==> src/rtl/demux_bank.sv <==
// rtl/demux_bank.sv - registered 1-to-2**EXP demultiplexer bank with one-hot landing strobe.
// Macro DEMUX_BANK_PIPE_EN registers each tree level (latency EXP); default build lands in one edge.
module demux_bank #(
  parameter int EXP = 5
) (
  input  logic              clk,
  input  logic              reset,
  input  logic              wr_en,
  input  logic [EXP-1:0]    sel,
  input  logic              in,
  input  logic              clr,
  output logic [2**EXP-1:0] out,
  output logic [2**EXP-1:0] hit
);

  if (EXP < 1) begin : g_exp_check
    $error("demux_bank: EXP must be > 0");
  end

  logic           flush;
  logic           leaf_vld;
  logic           leaf_dat;
  logic [EXP-1:0] leaf_sel;

  assign flush = reset | clr;

`ifdef DEMUX_BANK_PIPE_EN
  if (EXP > 1) begin : g_pipe
    localparam int NS = EXP - 1;

    logic [NS-1:0]  vld;
    logic [NS-1:0]  dat;
    logic [EXP-1:0] path [NS];

    // Stage s has resolved routing bits sel[EXP-1:EXP-1-s]; the full index rides
    // along so the leaf level can pick its target flop with the remaining sel[0].
    always_ff @(posedge clk) begin
      if (flush) begin
        vld <= '0;
      end else begin
        vld[0] <= wr_en;
        for (int s = 1; s < NS; s++) vld[s] <= vld[s-1];
      end
      dat[0]  <= in;
      path[0] <= sel;
      for (int s = 1; s < NS; s++) begin
        dat[s]  <= dat[s-1];
        path[s] <= path[s-1];
      end
    end

    assign leaf_vld = vld[NS-1];
    assign leaf_dat = dat[NS-1];
    assign leaf_sel = path[NS-1];
  end else begin : g_single
    assign leaf_vld = wr_en;
    assign leaf_dat = in;
    assign leaf_sel = sel;
  end
`else
  assign leaf_vld = wr_en;
  assign leaf_dat = in;
  assign leaf_sel = sel;
`endif

  // Leaf level: only the addressed flop loads; every other bit holds.
  always_ff @(posedge clk) begin
    if (flush) begin
      out <= '0;
      hit <= '0;
    end else begin
      hit <= '0;
      if (leaf_vld) begin
        out[leaf_sel] <= leaf_dat;
        hit[leaf_sel] <= 1'b1;
      end
    end
  end

endmodule
==> config.mk <==
export PLATFORM = sky130hd
export DESIGN_NAME = demux_bank
export DESIGN_NICKNAME = d
export VERILOG_FILES = /design/src/rtl/demux_bank.sv
export SDC_FILE = /design/constraint.sdc
export NUM_CORES = 1
export LEC_CHECK = 0
export CORE_MARGIN = 2
export CORE_UTILIZATION = 45
export DETAILED_ROUTE_END_ITERATION = 10
export HOLD_SLACK_MARGIN = 0.15
export PLACE_DENSITY = 0.82
export RECOVER_POWER = 100
export SLEW_MARGIN = 10
export SYNTH_ARGS = -nofsm -noshare
export SYNTH_HDL_FRONTEND = slang
export SYNTH_SLANG_ARGS = --single-unit
==> constraint.sdc <==
create_clock -name clk -period 1.2 [get_ports clk]
set_input_delay 0.18 -clock clk [delete_from_list [all_inputs] [get_ports clk]]
set_output_delay 0.18 -clock clk [all_outputs]
set_load 0.02 [all_outputs]
Word-level counts from Yosys, hierarchy flattened
Cells that the tools add are included.
- bits in registers: 64
- bits of input ports: 10
- output and inout port bits: 64
- word-level logic and storage cells: 11
- order comparisons: 2
- multiplexer cells: 3
- bitwise gates (word level): 2
- reductions and logical operators: 2
- operator list (operator ; number):
    32-bit bitwise mux ; 1
    5-bit by 6-bit < comparator with 1-bit output (second input constant) ; 1
    1-bit demux with 5-bit select ; 1
    5-bit by 1-bit >= comparator with 1-bit output (second input constant) ; 1
    2-bit OR reduction ; 1
    1-bit logical AND ; 1
    1-bit 2-to-1 mux ; 1
    1-bit inverter ; 1
    1-bit OR ; 1

Longest topological paths before layout
- depth after elaboration: 5
- depth in mapped cells: 4
- gate-level depth less buffers: 3

Worst setup path before layout
OpenSTA, ideal clock, no wires.
- kind: input port to flip-flop
- start point: in sel[2]
- end point: reg out[19]
- setup time: 0.126 ns
- arrival: 0.871 ns
- required time: 1.074 ns
- path slack: 0.203 ns
- stages on the path: 4
- path buffers: 1
- cell sequence: buf_4 -> nand4bb_1 -> o211ai_1 -> o31ai_1
- cells in the longest elaborated chain, start to end: 5
- elaborated cells on any way between the ends: 6
- classes of those cells: order compare (2); mux (3); reduce/logical (1)
- ends and longest elaborated chain (item ; line ; source):
    start: declaration ; 9 ; input logic [EXP-1:0] sel,
    5-bit by 6-bit < comparator with 1-bit output (implied by the code) or 5-bit by 1-bit >= comparator with 1-bit output (tied branches) ; 74 ; out[leaf_sel] <= leaf_dat;
    1-bit logical AND (implied by the code) ; 74 ;
    1-bit 2-to-1 mux (implied by the code) ; 74 ;
    1-bit demux with 5-bit select (*) ; 74 ;
    32-bit bitwise mux (*) ; 74 ;
    end signal: indexed assignment ; 74 ;
    end: declaration ; 12 ; output logic [2**EXP-1:0] out,
Every way passes the cells marked *; elsewhere a longest branch is shown, timed or not.
A chain may end at the register's enable or synchronous reset.

Worst setup path in the final report
- start point: in clr
- end point: reg out[11]
- cells in the longest elaborated chain, start to end: 1
- ends and longest elaborated chain (item ; line ; source):
    start: declaration ; 11 ; input logic clr,
    1-bit OR ; 25 ; assign flush = reset | clr;
Every way passes these cells.

==> impl_results.md <==
* Result of the run: complete, no violations
* Number of clock sinks at 64
* Total number of vias at 1969
* Count of state elements after synthesis at 64
* Worst-path cell with the longest stage delay: sky130_fd_sc_hd__clkdlybuf4s50_1
* Number of rows in the core area at 25
* Worst EP required at 1450 ps
* Flip-flop cell with the highest count after synthesis: sky130_fd_sc_hd__dfxtp_1
* Finish-stage setup viols at 0
* Number of buffers inserted by hold repair at cts at 0
* Yosys Warn Count at 0
* Proportion of synthesized chip area in sequential cells at a little under three fifths
* DIE WIDTH at 75.3 microns
* Path class of the lowest-slack min-delay path: primary input to flop
* I/O pin count at 74
* Final hold violations at 0
* Highest clock rate at around 830 MHz
* Largest fanout of any net on the critical path at 13
* Top cell family by delay on the critical path: buffers and inverters
* Syn_nets at roughly 240
* Area occupied by registers at around 1300 sq um
* Maximum ir drop on the vdd rail at around 0.71 mV
* Power per unit of standard cell area at 1270 nW/um^2
* Internal power summed over all cells at 3.45 mW
* Kind of start point of the critical path: primary input
* Unrepaired setup endpoints after global routing: true
* Area Growth Syn to Fin at 53.3%
* H-tree level count at 3
* Longest individual stage delay on the worst path at 460 ps
* Worst setup EP type: flop
* Pre-CTS WS at -383 ps
* Reg-to-Reg Start: out[11]
* Final worst path period share at around 100%
* Depth of the most critical reg-to-reg path at 2
* Fin Clk Skew at 0 ps
* Number of instances in the synthesized netlist at 227
* Total routing resource utilization after global routing at 20.2%
* Transition time of the tightest slew-check pin at slightly below 300 ps
* Proportion of synthesized flip-flops having asynchronous set or reset at 0%
* Switching power at 1.02 mW
* Post-detailed-route DRC marker count at 0
* Cell area after layout at 3510 sq um
* Number of fill cells in the layout at ~380
* Layout Nets at 338
* Clock Path Buffers at 2
* Routability cong. at 0.772
* Antenna diode count at 0
* Maximum number of pins on one net before global-route repair at 25
* Cell count of the worst hold path at 3
* DPL Wire Length at 3.80 mm
* Buffers plus inverters on the worst setup path at 3
* Antenna Violating Nets Remaining at 0
* CTS buffer count at 9
* Insertion delay of the later-clocked pin in the worst-skew pair at 330 ps
* Number of maximum-capacitance violations at 0
* Average footprint of a synthesized cell at 10.1 sq um
* Chip Height at 75.3 microns
* Hold worst-path end: out[24]
* Clock-pin slew of the registers on the worst-case setup and hold paths at 70 ps
* Commonest cells after routing, fill and taps aside: 63 x sky130_fd_sc_hd__dfxtp_1, 51 x sky130_fd_sc_hd__nand2_1, 33 x sky130_fd_sc_hd__nor2_1, 29 x sky130_fd_sc_hd__dlygate4sd2_1, 26 x sky130_fd_sc_hd__mux2i_1
* Number of antenna violations at the first check in global routing at 0
* CTS root buffer: sky130_fd_sc_hd__clkbuf_8
* Portion of total power attributed to the clock network at 45.2%
* Number of violations reported at the end of detailed-routing iteration 0 at 90
* Post-layout power at 4.47 mW
* Footprint of the multi-input gates at 960 sq um
* Reg-to-reg setup timing slack at 510 ps
* Worst setup margin at roughly 1.6 ps
* Final standard cell utilization of the core at about 73%
* Leakage power summed over all cells at 1.62 nW
* Placed Instance Area at 3290 sq um
* Most common library cell in the layout ignoring fill and taps: sky130_fd_sc_hd__dfxtp_1
* Pins over their slew limit at 0
* Worst-case hold slack at 355 ps
* CTS tree: done
* Endpoint of the lowest-slack register-to-register path: out[11]
* Initial core utilization at 47.5%
* Number of distinct library cells after synthesis at 28
* Worst slew margin relative to its limit at around 80%
* Number of detailed-route iterations in the first pass at 4
* Cell chain of the critical path: clkdlybuf4s50_1 > nor2_4 > clkbuf_2 > buf_12 > nand2_1 > mux2i_1
* Number of vias per cell after detailed routing at ~5
* WP data arrival at 1450 ps
* Wire length of the first global-routing pass at 8.48 mm
* Part of the total power dissipated in sequential elements at 47.7%
* Ratio of cells with drive above 1 in the final layout at 20.7%
* Vias in the first global route at 1807
* Combinational fraction of design power at 7.1%
* WL per Instance at 14.1 microns
* Die area at 5670 sq um
* Crit path time final at about 1200 ps
* I/O Buffers at 73
* Worst hold path startpoint: sel[0]
* Combined area of all synthesized cells at ~2300 sq um
* Core area at 4820 sq um
* Total Routed Length at between 5 and 6 mm
* Switching share of power at ~23%
* Kind of critical path: primary input to flop
* Sum of overflow across all layers after global routing at 0
* Count of flip-flops with a built-in enable after synthesis at 0
[per-stage QoR]
step           TNS, ps  cells
3_5_place_dp    -17360    379
3_3_place_gp    -15900    379
5_1_grt           -830    400
2_1_floorplan        0    227
6_report             0    400
4_1_cts              0    395
[power by group through the flow]
| stage | logic [mW] | registers [mW] | clock network [mW] |
|---|---|---|---|
| CTS | 0.296 | 2.13 | 2.04 |
| detailed placement | 0.297 | 2.18 | 0 |
| global route | 0.337 | 2.13 | 2.14 |
| global placement | 0.291 | 2.18 | 0 |
| finish | 0.317 | 2.13 | 2.02 |
| floorplan | 0.131 | 2.19 | 0 |
[cell families after synthesis]
logic type             synth area share (%)
buffers and inverters                  3.56
DFF                                    56.0
and+or+nand+nor                        25.0
AOI/OAI and AO/OA                      4.05
muxes                                  11.4
[worst register-to-register path, stage by stage (launching register included)]
cell	delay [ps]
sky130_fd_sc_hd__dfxtp_1	350
sky130_fd_sc_hd__nand2_1	80
sky130_fd_sc_hd__mux2i_1	170
[state kept, by name (all words and copies together), names as in the netlist]
name / count
hit: 32
out: 32
[routing by layer]
layer  routed length [microns]  track usage, %
met3                       336            4.76
met2                      2750            33.0
met5                         0               0
met4                       123            10.7
met1                      2420            24.6
[layout make-up]
| cell class | count | share of cell area, % |
|---|---|---|
| clock buffer | 9 | 3.53 |
| clock inverter | 7 | 2.71 |
| multi-input combinational | 149 | 27.4 |
| sequential | 64 | 36.6 |
| tap | 67 | 2.39 |
| timing repair buffer | 104 | 27.4 |
[timing repair]
item,4_1_cts,5_1_grt
buffers inserted,0,4
hold endpoints to repair,0,0
pin swaps,2,4
gates cloned,0,1
endpoints found under the setup margin,68,55
resized for setup,85,42
[cells in the mapped netlist, drive strengths merged, types with 3 or more instances]
cell | n | area share (%)
nand2 | 53 | 8.7
nand3 | 5 | 1.1
o31ai | 5 | 1.6
nand4b | 3 | 1.8
and4bb | 3 | 1.6
nor2 | 35 | 6.2
o211ai | 5 | 1.6
dfxtp | 64 | 56
buf | 10 | 2.9
mux2i | 26 | 11
clkbuf | 4 | 0.66
[how the worst max path moves through the flow]
stage                        from       to  slack, ps  cells past startpoint
after floorplan            sel[2]  out[19]        200                      4
after global placement     sel[3]  out[19]       -320                      5
after detailed placement   sel[2]  out[24]       -380                      5
after CTS                 out[25]  out[25]          1                      1
after global routing       sel[1]  out[10]        -80                      5
final                         clr  out[11]          2                      6
Note: power is estimated with default switching activity, not from simulation.
